### src/rtl/score_note_sequencer.sv
// rtl/score_note_sequencer.sv - filters pitch detections into timed notes and commits them to the renderer at frame start
// A single pending slot decouples note completion from the renderer's frame-aligned intake.
module score_note_sequencer #(
  parameter int TICK_DIV     = 2500000,
  parameter int STABLE_COUNT = 3,
  parameter int MAX_NOTES    = 8
) (
  input  logic       clk,
  input  logic       reset,
  input  logic       det_valid,
  input  logic [7:0] det_note,
  input  logic       frame_start,
  output logic [7:0] note,
  output logic [3:0] duration,
  output logic       note_dec,
  output logic [2:0] note_index,
  output logic       page_clear,
  output logic       overflow,
  output logic       busy
);

  localparam int CW = $clog2(STABLE_COUNT + 1);
  localparam int TW = (TICK_DIV > 1) ? $clog2(TICK_DIV) : 1;
  localparam logic [2:0] LAST_SLOT = 3'(MAX_NOTES - 1);

  typedef enum logic {SILENT, TRACK} state_t;

  state_t          state_q, state_d;
  logic [7:0]      norm;
  logic [7:0]      cand, acc;
  logic [CW-1:0]   cand_cnt;
  logic [TW-1:0]   cyc;
  logic [3:0]      six;
  logic [7:0]      pending_note;
  logic [3:0]      pending_dur;
  logic            pending_v;
  logic            change, note_end, drain;
  logic [3:0]      end_dur;

  // Letters outside the seven naturals collapse to silence before filtering.
  always_comb begin
    case (det_note[7:4])
      4'hC, 4'hD, 4'hE, 4'hF, 4'h8, 4'hA, 4'hB: norm = det_note;
      default:                                   norm = 8'h00;
    endcase
  end

  always_comb begin
    change   = (cand_cnt == CW'(STABLE_COUNT)) && (cand != acc);
    note_end = change && (state_q == TRACK);
    drain    = frame_start && pending_v;
    end_dur  = (six == 4'd0) ? 4'd1 : six;
    busy     = (state_q == TRACK) || pending_v;
  end

  always_comb begin
    state_d = state_q;
    if (change) state_d = (cand == 8'h00) ? SILENT : TRACK;
  end

  always_ff @(posedge clk) begin
    if (reset) begin
      state_q  <= SILENT;
      cand     <= 8'h00;
      cand_cnt <= '0;
      acc      <= 8'h00;
      cyc      <= '0;
      six      <= 4'd0;
    end else begin
      state_q <= state_d;
      if (det_valid) begin
        if (norm == cand) begin
          if (cand_cnt != CW'(STABLE_COUNT)) cand_cnt <= cand_cnt + 1'b1;
        end else begin
          cand     <= norm;
          cand_cnt <= CW'(1);
        end
      end
      if (change) acc <= cand;
      // Any change restarts timing so the next note measures from zero.
      if (change || state_q == SILENT) begin
        cyc <= '0;
        six <= 4'd0;
      end else if (cyc == TW'(TICK_DIV - 1)) begin
        cyc <= '0;
        if (six != 4'd15) six <= six + 4'd1;
      end else begin
        cyc <= cyc + 1'b1;
      end
    end
  end

  always_ff @(posedge clk) begin
    if (reset) begin
      pending_note <= 8'h00;
      pending_dur  <= 4'd0;
      pending_v    <= 1'b0;
      overflow     <= 1'b0;
      note         <= 8'h00;
      duration     <= 4'd0;
      note_dec     <= 1'b0;
      note_index   <= 3'd0;
      page_clear   <= 1'b0;
    end else begin
      note_dec   <= drain;
      page_clear <= note_dec && (note_index == LAST_SLOT);
      if (drain) begin
        note      <= pending_note;
        duration  <= pending_dur;
        pending_v <= 1'b0;
      end
      // A drain in the same cycle frees the slot for the ending note.
      if (note_end) begin
        if (pending_v && !drain) begin
          overflow <= 1'b1;
        end else begin
          pending_note <= acc;
          pending_dur  <= end_dur;
          pending_v    <= 1'b1;
        end
      end
      if (note_dec) note_index <= (note_index == LAST_SLOT) ? 3'd0 : note_index + 3'd1;
    end
  end

endmodule
### config.mk
export PLATFORM = sky130hd
export DESIGN_NAME = score_note_sequencer
export DESIGN_NICKNAME = d
export VERILOG_FILES = /design/src/rtl/score_note_sequencer.sv
export SDC_FILE = /design/constraint.sdc
export NUM_CORES = 1
export LEC_CHECK = 0
export BUFFER_PORTS_ARGS = -buffer_cell sky130_fd_sc_hd__clkbuf_2
export CORE_MARGIN = 2
export CORE_UTILIZATION = 60
export CTS_CLUSTER_SIZE = 16
export DETAILED_ROUTE_END_ITERATION = 10
export GPL_ROUTABILITY_DRIVEN = 1
export PLACE_DENSITY = 0.84
export SLEW_MARGIN = 40
export SYNTH_ARGS = -nofsm -noshare
export SYNTH_HDL_FRONTEND = slang
export SYNTH_SLANG_ARGS = --single-unit
### constraint.sdc
create_clock -name clk -period 3.5 [get_ports clk]
set_input_delay 0.525 -clock clk [delete_from_list [all_inputs] [get_ports clk]]
set_output_delay 0.525 -clock clk [all_outputs]
set_load 0.03 [all_outputs]
==> flow_summary.yaml <==
timing:
  rsz0062_at_grt: "no"
  fin_setup_tns_ns: 0
  worstMarginPinSlew_ns: 0.672
  slew_violations: 0
  finalHoldViolations: 0
  max_clock_freq_mhz: 464
  finalCriticalPeriod_ns: 2.15
  setup_violations: 0
  period_share: 0.615
  skew_ns: 0.00685
  slew-limit-headroom: 0.552
grt:
  met3_usage: 0.0645
  grtUsageMet2: 0.371
  grt_pass1_wl_um: 11400
  grt_max_degree: 42
  grt_pass1_vias: 2577
  grt_overflow: 0
  busiest_layer: "met2"
  grtUsageTotal: 0.228
  grt_use_met1: 0.284
  antenna_found_initial: 0
critical_path:
  crit_required_ns: 3.72
  r2r_setup_slack_ns: 1.35
  rr_startpoint: "cyc[9]"
  reg2regPathDepth: 5
  r2r_end: "cyc[16]"
  worstPathMaxFanout: 22
  cpPeakStageDelay_ns: 0.51
  crit_buf_inv: 0
  worstSetupPathType: "flop to flop"
  crit_chain: "or4b_1, or3_4, nor3_4, nand4b_2, nor2_1"
  critPathArrivalTime_ns: 2.37
  critPathTopFamily: "simple AND/OR/NAND/NOR gates"
  end_kind: "flop"
  cp_slowest_cell: "or4b_1"
  cp-start-kind: "flop"
route:
  drt_iter0_markers: 133
  wire_per_inst_um: 13.6
  vias: 2692
  vias_per_cell: 5.54
  antenna_left: 0
  dr.pass1.iters: 4
  wirelength_um: 6620
  drc: 0
power:
  peakVddDrop_mv: 0.262
  swShare: 0.196
  p_comb_frac: 0.043
  p_per_area_nw_per_um2: 473
  power_frac_seq: 0.477
  netSwitchingPower_mw: 0.361
  p_leak_nw: 1.53
  p_clk_frac: 0.480
  internal-power_mw: 1.48
min_path:
  hold_path_class: "input pin to flop"
  hold_end: "cand[3]"
  worstHoldStart: "det_note[3]"
  holdPathStages: 3
synthesis:
  ys_warn_count: 0
  synthesis.area_um2: 3440
  synthArstFlopShare: 0
  postSynthAreaPerCell_um2: 9.02
  synth_cell_types: 48
  synth_seq_cells: 76
  synthFlopType: "dfxtp_1"
  syn_inst: 381
  synth.yosys.seq_area_share: 0.443
  synth_edf_count: 0
  syn_nets: 399
die:
  die_w_um: 79.7
  die-area_um2: 6350
  num_rows: 27
  initial_core_util: 0.624
  fp.dieH_um: 79.7
  coreArea_um2: 5510
  pin_count: 31
clocking:
  post_cts_resize_count: 0
  post_cts_buffers: 0
  hold_buffers: 0
  clockBufferDepth: 2
  insertion_delay_ns: 0.34
  cts-root-buf: "clkbuf_8"
  clk_pin_slew_worst_paths_ns: 0.07
  cts_sinks: 76
  cts_tree: "done"
  numCtsBuffers: 9
  htreeDepth: 3
cells_and_area:
  regArea_um2: 1520
  antenna_cells: 0
  layout_common_cells: "76 x dfxtp_1, 58 x nor2_1, 44 x nand2_1, 30 x clkbuf_2, 28 x mux2i_1"
  drive_gt1_frac: 0.145
  n_fill_cell: 396
  nets: 428
  final_util: 0.708
  syn_to_final_growth_pct: 13.4
  final_common_cell: "dfxtp_1"
  multi_input_area_um2: 1800
placed_design:
  portBuffers: 30
  gp_congestion: 0.855
  place_hpwl_um: 4570
run_status:
  status: "complete, no violations"
flow_run:
  cap_violations: 0
-- worst max path at each step --
stage / startpoint / to / slack, ns / depth (start not counted)
global route: cyc[9] / cyc[3] / 1.21 / 5
global placement: det_note[4] / cand[7] / 1.25 / 6
finish: cyc[9] / cyc[16] / 1.35 / 5
CTS: cyc[9] / cyc[16] / 1.33 / 5
floorplan: det_note[5] / cand[0] / 1.51 / 5
detailed placement: det_note[4] / cand[5] / 1.17 / 6
-- Yosys cell counts, types with 3 or more instances --
master / number / area [um^2]
a211oi_1: 3 / 22.5
and2_1: 3 / 18.8
dfxtp_1: 76 / 1520
nor4_1: 6 / 37.5
o21ai_0: 4 / 20.0
xor2_1: 8 / 70.1
a21oi_1: 19 / 95.1
nand2_1: 44 / 165
nand2b_1: 4 / 25.0
nor3b_1: 3 / 22.5
ha_1: 6 / 75.1
inv_1: 12 / 45.0
nor2_1: 58 / 218
nand3_1: 19 / 95.1
xnor2_1: 23 / 201
mux2i_1: 28 / 280
and3_1: 8 / 50.1
nor3_1: 6 / 30.0
nand4_1: 6 / 37.5
clkbuf_1: 10 / 37.5
-- final cells by class --
type	instances	share of cell area
Inverter	12	0.0116
Multi-Input combinational cell	278	0.461
Tap cell	72	0.0231
Clock inverter	4	0.0308
Clock buffer	11	0.0389
Timing Repair Buffer	33	0.0443
Sequential cell	76	0.390
-- sequential cells by signal, summed over array words and instances, names as in the netlist --
name / flops
pending_dur: 4
note_dec: 1
six: 4
page_clear: 1
overflow: 1
duration: 4
state_q: 1
note: 8
pending_v: 1
pending_note: 8
cand: 8
cyc: 22
cand_cnt: 2
note_index: 3
acc: 8
-- tightest hold or removal path: cells and delay by family --
family        cells  cell delay [ns]
buf+inv           1             0.10
mux               1             0.06
simple gates      1             0.06
-- through the flow --
stage / hold WS [ns] / power [mW] / cells / area (um^2) / setup WS, ns
2_1_floorplan: 0.426 / 0.955 / 381 / 3440 / 1.51
3_3_place_gp: 0.439 / 0.975 / 471 / 3620 / 1.25
3_5_place_dp: 0.446 / 0.977 / 471 / 3620 / 1.17
4_1_cts: 0.441 / 1.85 / 486 / 3900 / 1.33
5_1_grt: 0.460 / 1.90 / 486 / 3900 / 1.21
6_report: 0.451 / 1.84 / 486 / 3900 / 1.35
-- cells by family (layout without fill, tap and decap cells) --
group	Yosys count	after routing	synth area share
AOI/OAI and AO/OA	38	38	0.0812
xor gates and xnor gates	31	31	0.0790
adders and majority gates	6	6	0.0218
buffers and inverters	27	60	0.0346
DFF	76	76	0.443
muxes	29	29	0.0849
and+or+nand+nor	174	174	0.256
-- power by group through the flow --
stage | clock network, mW | registers, mW | logic (mW)
floorplan | 0 | 0.896 | 0.0588
global placement | 0 | 0.899 | 0.0759
detailed placement | 0 | 0.900 | 0.0777
CTS | 0.897 | 0.879 | 0.0785
global route | 0.937 | 0.880 | 0.0869
finish | 0.885 | 0.880 | 0.0791
-- layer usage --
| layer | vias to the layer above | wire length [um] |
|---|---|---|
| li1 | 1365 | - |
| met1 | 1264 | 3110 |
| met2 | 47 | 3140 |
| met3 | 16 | 238 |
| met4 | 0 | 141 |
| met5 | - | 0 |
No activity file was read; power rests on OpenSTA's default activity.
